`src/rtl/multicycle_ctrl.sv`:
```
// Control FSM for a multicycle RV32I core: sequences fetch, decode, execute,
// memory and writeback steps, one instruction in flight.
module multicycle_ctrl #(
    parameter int STATE_W = 4
) (
    input  logic               clk,
    input  logic               resetn,
    input  logic               run,
    input  logic [6:0]         opcode,
    input  logic [2:0]         funct3,
    input  logic               alu_zero,
    input  logic               alu_lt,
    input  logic               alu_ltu,
    input  logic               mem_ready,
    output logic               mem_req,
    output logic               mem_we,
    output logic [1:0]         alu_src_a,
    output logic [1:0]         alu_src_b,
    output logic               ir_write,
    output logic               pc_write,
    output logic               pc_sel,
    output logic               reg_write,
    output logic [1:0]         wb_sel,
    output logic               trap,
    output logic [STATE_W-1:0] state_o
);

    typedef enum logic [3:0] {
        S_IDLE    = 4'd0,
        S_FETCH   = 4'd1,
        S_DECODE  = 4'd2,
        S_EXEC_R  = 4'd3,
        S_EXEC_I  = 4'd4,
        S_MEMADDR = 4'd5,
        S_MEMRD   = 4'd6,
        S_MEMWR   = 4'd7,
        S_WB_ALU  = 4'd8,
        S_WB_MEM  = 4'd9,
        S_BRANCH  = 4'd10,
        S_JAL     = 4'd11,
        S_JALR    = 4'd12,
        S_HALT    = 4'd15
    } state_e;

    localparam logic [6:0] OP_R     = 7'b0110011;
    localparam logic [6:0] OP_IMM   = 7'b0010011;
    localparam logic [6:0] OP_LUI   = 7'b0110111;
    localparam logic [6:0] OP_AUIPC = 7'b0010111;
    localparam logic [6:0] OP_LOAD  = 7'b0000011;
    localparam logic [6:0] OP_STORE = 7'b0100011;
    localparam logic [6:0] OP_BR    = 7'b1100011;
    localparam logic [6:0] OP_JAL   = 7'b1101111;
    localparam logic [6:0] OP_JALR  = 7'b1100111;

    state_e     state_q, state_d;
    logic       trap_q, trap_d;
    logic       br_taken, br_illegal;
    logic [1:0] exec_src_a, exec_src_b;

    // NOTE: every signal driven in always_comb gets a default first, so no path can infer a latch.
    always_comb begin
        br_taken   = 1'b0;
        br_illegal = 1'b0;
        case (funct3)
            3'b000:  br_taken = alu_zero;
            3'b001:  br_taken = !alu_zero;
            3'b100:  br_taken = alu_lt;
            3'b101:  br_taken = !alu_lt;
            3'b110:  br_taken = alu_ltu;
            3'b111:  br_taken = !alu_ltu;
            default: br_illegal = 1'b1;
        endcase
    end

    // Operand selection shared by EXEC_* and WB_ALU so the ALU result stays stable during writeback.
    always_comb begin
        exec_src_a = 2'b01;
        exec_src_b = 2'b01;
        case (opcode)
            OP_R:     exec_src_b = 2'b00;
            OP_LUI:   exec_src_a = 2'b11;
            OP_AUIPC: exec_src_a = 2'b10;
            default:  ;
        endcase
    end

    always_comb begin
        state_d = state_q;
        trap_d  = trap_q;
        case (state_q)
            S_IDLE:   if (run) state_d = S_FETCH;
            S_FETCH:  if (mem_ready) state_d = run ? S_DECODE : S_IDLE;
            S_DECODE: begin
                case (opcode)
                    OP_R:                     state_d = S_EXEC_R;
                    OP_IMM, OP_LUI, OP_AUIPC: state_d = S_EXEC_I;
                    OP_LOAD, OP_STORE:        state_d = S_MEMADDR;
                    OP_BR:                    state_d = S_BRANCH;
                    OP_JAL:                   state_d = S_JAL;
                    OP_JALR:                  state_d = S_JALR;
                    default: begin
                        trap_d  = 1'b1;
                        state_d = S_HALT;
                    end
                endcase
            end
            S_EXEC_R, S_EXEC_I: state_d = S_WB_ALU;
            S_MEMADDR: state_d = (opcode == OP_LOAD) ? S_MEMRD : S_MEMWR;
            S_MEMRD:   if (mem_ready) state_d = S_WB_MEM;
            S_MEMWR:   if (mem_ready) state_d = S_FETCH;
            S_BRANCH: begin
                if (br_illegal) begin
                    trap_d  = 1'b1;
                    state_d = S_HALT;
                end else begin
                    state_d = S_FETCH;
                end
            end
            S_WB_ALU, S_WB_MEM, S_JAL, S_JALR: state_d = S_FETCH;
            S_HALT:  state_d = S_HALT;
            default: state_d = S_IDLE;
        endcase
    end

    // NOTE: reset is synchronous and active-high; it is only seen on a rising clock edge.
    always_ff @(posedge clk) begin
        // NOTE: state registers use non-blocking assignments so all flops update together.
        if (resetn) begin
            state_q <= S_IDLE;
            trap_q  <= 1'b0;
        end else begin
            state_q <= state_d;
            trap_q  <= trap_d;
        end
    end

    always_comb begin
        mem_req   = 1'b0;
        mem_we    = 1'b0;
        alu_src_a = 2'b00;
        alu_src_b = 2'b00;
        ir_write  = 1'b0;
        pc_write  = 1'b0;
        pc_sel    = 1'b0;
        reg_write = 1'b0;
        wb_sel    = 2'b00;
        case (state_q)
            S_FETCH: begin
                mem_req   = 1'b1;
                alu_src_b = 2'b10;
                ir_write  = mem_ready && run;
                pc_write  = mem_ready && run;
            end
            S_DECODE: begin
                alu_src_a = 2'b10;
                alu_src_b = 2'b01;
            end
            S_EXEC_R: alu_src_a = 2'b01;
            S_EXEC_I: begin
                alu_src_a = exec_src_a;
                alu_src_b = exec_src_b;
            end
            S_WB_ALU: begin
                alu_src_a = exec_src_a;
                alu_src_b = exec_src_b;
                reg_write = 1'b1;
            end
            S_MEMADDR: begin
                alu_src_a = 2'b01;
                alu_src_b = 2'b01;
            end
            S_MEMRD, S_MEMWR: begin
                mem_req   = 1'b1;
                mem_we    = (state_q == S_MEMWR);
                alu_src_a = 2'b01;
                alu_src_b = 2'b01;
            end
            S_WB_MEM: begin
                reg_write = 1'b1;
                wb_sel    = 2'b01;
            end
            S_BRANCH: begin
                alu_src_a = 2'b01;
                pc_write  = br_taken && !br_illegal;
            end
            S_JAL: begin
                alu_src_a = 2'b10;
                alu_src_b = 2'b01;
                pc_write  = 1'b1;
                reg_write = 1'b1;
                wb_sel    = 2'b10;
            end
            S_JALR: begin
                alu_src_a = 2'b01;
                alu_src_b = 2'b01;
                pc_write  = 1'b1;
                pc_sel    = 1'b1;
                reg_write = 1'b1;
                wb_sel    = 2'b10;
            end
            default: ;
        endcase
    end

    assign trap    = trap_q;
    assign state_o = STATE_W'(state_q);

endmodule

```
`config.mk`:
```
export PLATFORM = sky130hd
export DESIGN_NAME = multicycle_ctrl
export DESIGN_NICKNAME = d
export VERILOG_FILES = /design/src/rtl/multicycle_ctrl.sv
export SDC_FILE = /design/constraint.sdc
export NUM_CORES = 1
export LEC_CHECK = 0
export CAP_MARGIN = 20
export CORE_MARGIN = 4
export CORE_UTILIZATION = 42
export CTS_CLUSTER_SIZE = 40
export DETAILED_ROUTE_END_ITERATION = 7
export GPL_TIMING_DRIVEN = 1
export PLACE_DENSITY_LB_ADDON = 0.08
export RECOVER_POWER = 50
export SLEW_MARGIN = 20
export SYNTH_ARGS = -nofsm -noshare
export SYNTH_HDL_FRONTEND = slang
export SYNTH_SLANG_ARGS = --single-unit
```
`constraint.sdc`:
```
create_clock -name clk -period 2 [get_ports clk]
set_input_delay 0.2 -clock clk [delete_from_list [all_inputs] [get_ports clk]]
set_output_delay 0.2 -clock clk [all_outputs]
set_load 0.02 [all_outputs]
```
==> impl_metrics.ini, run 1 <==
[status]
status = finished, final reports clean

[clocking]
clkLatencyLatePin_ns = 0.24
cts-htree-levels = 1
numCtsBuffers = 3
cts_resized = 9
cts.sinks = 5
cts_root_buffer = clkbuf_4
path_clk_slew_ns = 0.04
cts_hold_buffers = 0
post-cts-setup-buffers = 0
cts_tree = built
cts.path.max_buffers = 2

[final_layout]
stdcell_count = 200
nFillCells = 150
drive_above_1_share = 0.240
final_net_count = 193
final_core_util = 0.761
num_antenna_cells = 0
area.growth.synth_to_final_pct = 67.3

[sta]
setup_ws_ns = 0.0611
fin_skew_ns = 0.00935
max_slew_margin = 0.681
finalHoldViolCount = 0
final-setup-viol-count = 0
fin_crit_sh = 0.969
grt_setup_unrepaired = false
post-route-min-period_ns = 1.94
tightest_slew_ns = 0.473
fmax_ghz = 0.516
maxSlewViolCount = 0

[synth]
yosysUniqueCellTypes = 48
synth_top_family_by_area = simple AND/OR/NAND/NOR gates
synthArstFlopShare = 0
syn_area_per_cell_um2 = 6.81
synthSimpleGateAreaFrac = 0.410
ys_seq_area_frac = 0.123
synthesis.area_um2 = 811
synth_top_area_frac = 0.123
synthMuxAreaShare = 0.0123
synth_top_flop_cell = dfxtp_1
yosys.area.top_type = dfxtp_1
yosysWarnings = 0
synth_compound_area_frac = 0.363
synthAdderAreaFrac = 0
synthTopCellsByArea = dfxtp_1 12%, nor2b_1 7.7%, o21ai_0 4.9%, nor2_1 4.6%, nor3_1 4.3%
synth-edff-count = 0
synthXorXnorAreaFrac = 0.0216
syn-num-nets = 136
ys_ff_latch = 5
netlist_instances = 119

[detailed_routing]
initialDrtViolationCount = 21
drt_pass1_iterations = 4
avgRoutedWirePerCell_um = 13.9
drt-vias-per-instance = 5.61
antenna_left = 0
num_vias = 1121
drt-total-wl_um = 2780
drc = 0

[floorplan]
die_area_mm2 = 0.00270
start_util = 0.455
num_rows = 15
ios = 34
die_w_um = 51.9
core_mm2 = 0.00178
dieHeight_um = 51.9

[power_and_ir_drop]
max-vdd-ir-drop_uv = 324
leakage_uw = 0.000593
total_power_uw = 546
power_density_mw_per_mm2 = 402

[global_routing]
grt_usage = 0.214
grt_pass1_wl_um = 4560
grt_pass1_vias = 1112
grt_max_degree = 21
gr-total-overflow = 0
antenna_found_initial = 0

[worst_setup_path]
cp.required_ns = 1.80
start_kind = primary input
slowest_stage = clkdlybuf4s50_1
crit_chain = clkdlybuf4s50_1 -> and3b_1 -> nand3_1 -> o32a_1 -> o22ai_1 -> clkdlybuf4s15_1
cp.arrival_ns = 1.74
end_kind = primary output
critPathMaxStageDelay_ns = 0.50
worstSetupPathType = primary input to primary output
path_max_fanout = 4

[flow_run]
maxCapViolCount = 0

[placed_design]
pre_cts_slack_ns = -0.240
dpl.hpwl_um = 2280
io_buffers = 33
gp_congestion = 0.918
post-place-cells = 196

[min_path]
hold_class = flip-flop to flip-flop
==> stage by stage <==
step	setup TNS (ns)	instance area [µm²]	hold WS [ns]
after floorplan	0	816	0.268
after global placement	-0.685	1350	0.519
after detailed placement	-0.810	1350	0.544
after CTS	0	1370	0.554
after global routing	0	1360	0.581
final	0	1360	0.540
==> worst max-delay path: cells and delay by family <==
| kind | cells | cell delay (ns) |
|---|---|---|
| buffers and inverters | 2 | 0.83 |
| AOI/OAI and AO/OA | 2 | 0.36 |
| and+or+nand+nor | 2 | 0.35 |
==> cell families (layout without fill, tap and decap cells) <==
family	after synthesis	in the layout
XOR/XNOR	2	2
AO/OA/AOI/OAI	40	40
multiplexers	1	1
buffers and inverters	13	69
AND/OR/NAND/NOR	58	58
flip-flops	5	5
==> cell usage after synthesis, drive strengths merged (2+ instances only) <==
cell / instances
a22oi: 2
nand3b: 2
and3: 2
nand2b: 3
xor2: 2
nor2: 10
inv: 3
buf: 5
nor3b: 3
nor3: 7
a21boi: 2
dfxtp: 5
and2: 2
o41ai: 2
o211ai: 2
a311oi: 2
nand2: 7
a21o: 2
clkbuf: 5
o21ai: 8
a31oi: 2
nor2b: 10
a21oi: 5
nand3: 5
==> final cells by class <==
type	instances	area [µm²]	share of cell area
Timing Repair Buffer	62	520	0.384
Multi-Input combinational cell	101	663	0.489
Clock buffer	4	26.3	0.0194
Tap cell	25	31.3	0.0231
Inverter	3	11.3	0.00830
Sequential cell	5	104	0.0766
==> routing by layer <==
metal  up-vias  part of all wire  global-route usage  routed length [µm]
li1        562                 -                   -                   -
met1       521              0.43               0.232                1200
met2        32              0.51               0.414                1410
met3         6             0.048              0.0201                 133
met4         0             0.014              0.0830                  40
met5         -                 0                   0                   0
==> layout by cell type (no fill, tap or decap), types with 4 or more instances in the layout <==
master           instances
nand2_1                  7
buf_4                   27
dlygate4sd3_1            5
nor3_1                   6
nand3_1                  5
clkdlybuf4s50_1         20
nor2_1                  10
o21ai_0                  7
a21oi_1                  5
clkbuf_1                 4
nor2b_1                  9
==> flip-flops by register name, summed over array words and instances (netlist names) <==
| name | flops |
|---|---|
| trap | 1 |
| state_o | 4 |
==> power by group <==
group	internal, µW	switching [µW]	total (µW)
clock	75.4	42.0	117
sequential	108	14.8	123
combinational	153	152	305
total	337	209	546
==> path summary, 6_finish.rpt <==
kind / endpoint / depth (start not counted) / slack (ns) / start
setup / recovery: alu_src_a[1] / 6 / 0.06 / opcode[1]
hold / removal: trap / 2 / 0.54 / trap
setup reg to reg: state_o[3] / 4 / 0.13 / state_o[1]
hold reg to reg: trap / 2 / 0.54 / trap
Note: power is estimated with default switching activity, not from simulation.
==> run 2: changes to the inputs <==
--- a/config.mk
+++ b/config.mk
@@ -13,6 +13,7 @@
 export GPL_TIMING_DRIVEN = 1
 export PLACE_DENSITY_LB_ADDON = 0.08
 export RECOVER_POWER = 50
+export SKIP_LAST_GASP = 1
 export SLEW_MARGIN = 20
 export SYNTH_ARGS = -nofsm -noshare
 export SYNTH_HDL_FRONTEND = slang
==> constraint.sdc (replaced) <==
create_clock -name clk -period 2.2 [get_ports clk]
set_input_delay 0.22 -clock clk [delete_from_list [all_inputs] [get_ports clk]]
set_output_delay 0.22 -clock clk [all_outputs]
set_load 0.02 [all_outputs]
==> run 2 against run 1 <==
Effect of this change: setup slack improved by 0.023 ns; die area unchanged; register-to-register slack improved by 0.10 ns; clock skew decreased by 0.0021 ns; total power decreased by 11%; cell count decreased by 5.5%; global-route usage decreased by 0.92 points; cell area decreased by 5.4%; utilization decreased by 4.1 points; critical path type is now flip-flop to primary output; largest power group unchanged.
==> impl_metrics.ini, run 2 (synthesis gave the netlist of run 1 again) <==
[clocking]
numCtsBuffers = 3
cts.path.max_buffers = 2
cts_hold_buffers = 0
cts-htree-levels = 1
cts_resized = 5
cts.sinks = 5
clkLatencyLatePin_ns = 0.25
cts_tree = built
cts_root_buffer = clkbuf_4
post-cts-setup-buffers = 0
path_clk_slew_ns = 0.06

[sta]
finalHoldViolCount = 0
post-route-min-period_ns = 2.12
tightest_slew_ns = 0.503
fmax_ghz = 0.473
max_slew_margin = 0.660
fin_crit_sh = 0.962
grt_setup_unrepaired = false
setup_tns_ns = 0
fin_skew_ns = 0.00725
maxSlewViolCount = 0
final-setup-viol-count = 0

[power_and_ir_drop]
leakage_uw = 0.000566
p_switching_uw = 189
power_density_mw_per_mm2 = 380
intPower_uw = 298
seqPwrFrac = 0.223
combPwrFrac = 0.538
max-vdd-ir-drop_uv = 332
switching_share = 0.388
clock_power_share = 0.239

[worst_setup_path]
slowest_stage = clkdlybuf4s50_1
end_kind = primary output
cp.arrival_ns = 1.90
start_kind = flip-flop
cp.required_ns = 1.98
crit_chain = buf_4 -> nor3_1 -> and3_1 -> clkdlybuf4s50_1
worstSetupPathType = flip-flop to primary output
critPathMaxStageDelay_ns = 0.62
path_max_fanout = 9

[detailed_routing]
initialDrtViolationCount = 37
drt-total-wl_um = 2670
num_vias = 1123
drt-vias-per-instance = 5.94
antenna_left = 0
drc = 0
avgRoutedWirePerCell_um = 14.1
drt_pass1_iterations = 4

[final_layout]
regArea_um2 = 103
drive_above_1_share = 0.159
final_cell_mix = 22 x clkdlybuf4s50_1, 18 x buf_4, 10 x nor2b_1, 10 x nor2_1, 8 x o21ai_0
area.growth.synth_to_final_pct = 58.3
final_net_count = 182
num_antenna_cells = 0
multi_input_area_um2 = 646
layout_commonest_cell = clkdlybuf4s50_1
largest_reg_flops = 4
final_core_util = 0.720
nFillCells = 150

[global_routing]
antenna_found_initial = 0
grt_pass1_wl_um = 4350
grt_usage = 0.205
gr-total-overflow = 0
grt_max_degree = 22
grt_pass1_vias = 1039

[floorplan]
die_area_mm2 = 0.00270
ios = 34
start_util = 0.455
die_w_um = 51.9
core_mm2 = 0.00178
num_rows = 15
dieHeight_um = 51.9

[flow_run]
maxCapViolCount = 0

[status]
status = finished, final reports clean

[min_path]
hold_class = flip-flop to flip-flop

[placed_design]
io_buffers = 33
dpl.hpwl_um = 2160
gp_congestion = 0.889
-- run 2: cell count changes in the layout (fill, tap and decap cells not counted), sizes merged --
cell           change
buf                -9
clkbuf             -5
clkdlybuf4s15      -2
clkdlybuf4s50      +2
dlymetal6s2s       +2
dlygate4sd3        +1
-- run 2: cell type report --
type,instances,area share
clock buffer,4,0.0205
inverter,3,0.00877
multi-input combinational,101,0.503
sequential,5,0.0799
tap,25,0.0244
timing repair buffer,51,0.364
-- run 2: final timing paths --
path,startpoint,slack (ns),depth (start not counted),end
worst max-delay path,state_o[1],0.08,4,ir_write
worst min-delay path,trap,0.54,2,trap
worst max register to register,state_o[2],0.23,4,state_o[3]
worst min register to register,trap,0.54,2,trap
-- run 2: worst max-delay path: cells and delay by family, from the launching register on --
family        cells  cell delay, ns
simple gates      2            0.51
flops             1            0.37
buf+inv           2            0.77
-- run 2: metrics by stage --
| step | hold slack [ns] | total power (µW) | instance area [µm²] | std cells | worst slack [ns] |
|---|---|---|---|---|---|
| 2_1_floorplan | 0.288 | 248 | 811 | 119 | 0.178 |
| 5_1_grt | 0.622 | 518 | 1280 | 189 | 0.0321 |
| 3_3_place_gp | 0.522 | 373 | 1260 | 185 | -0.0335 |
| 6_report | 0.538 | 487 | 1280 | 189 | 0.0840 |
| 4_1_cts | 0.546 | 491 | 1290 | 189 | 0.0220 |
| 3_5_place_dp | 0.522 | 377 | 1260 | 185 | -0.0617 |
-- run 2: power by group through the flow --
stage	registers (µW)	logic [µW]	clock network, µW
4_1_cts	109	267	116
6_report	109	262	116
2_1_floorplan	114	134	0
3_5_place_dp	110	267	0
5_1_grt	110	284	124
3_3_place_gp	109	264	0
-- run 2: metal layers --
metal,up-vias,share of wire,GRT usage
met1,518,0.42,0.249
met2,53,0.47,0.358
met3,9,0.068,0.0201
met5,-,0,0
li1,543,-,-
met4,0,0.033,0.0917
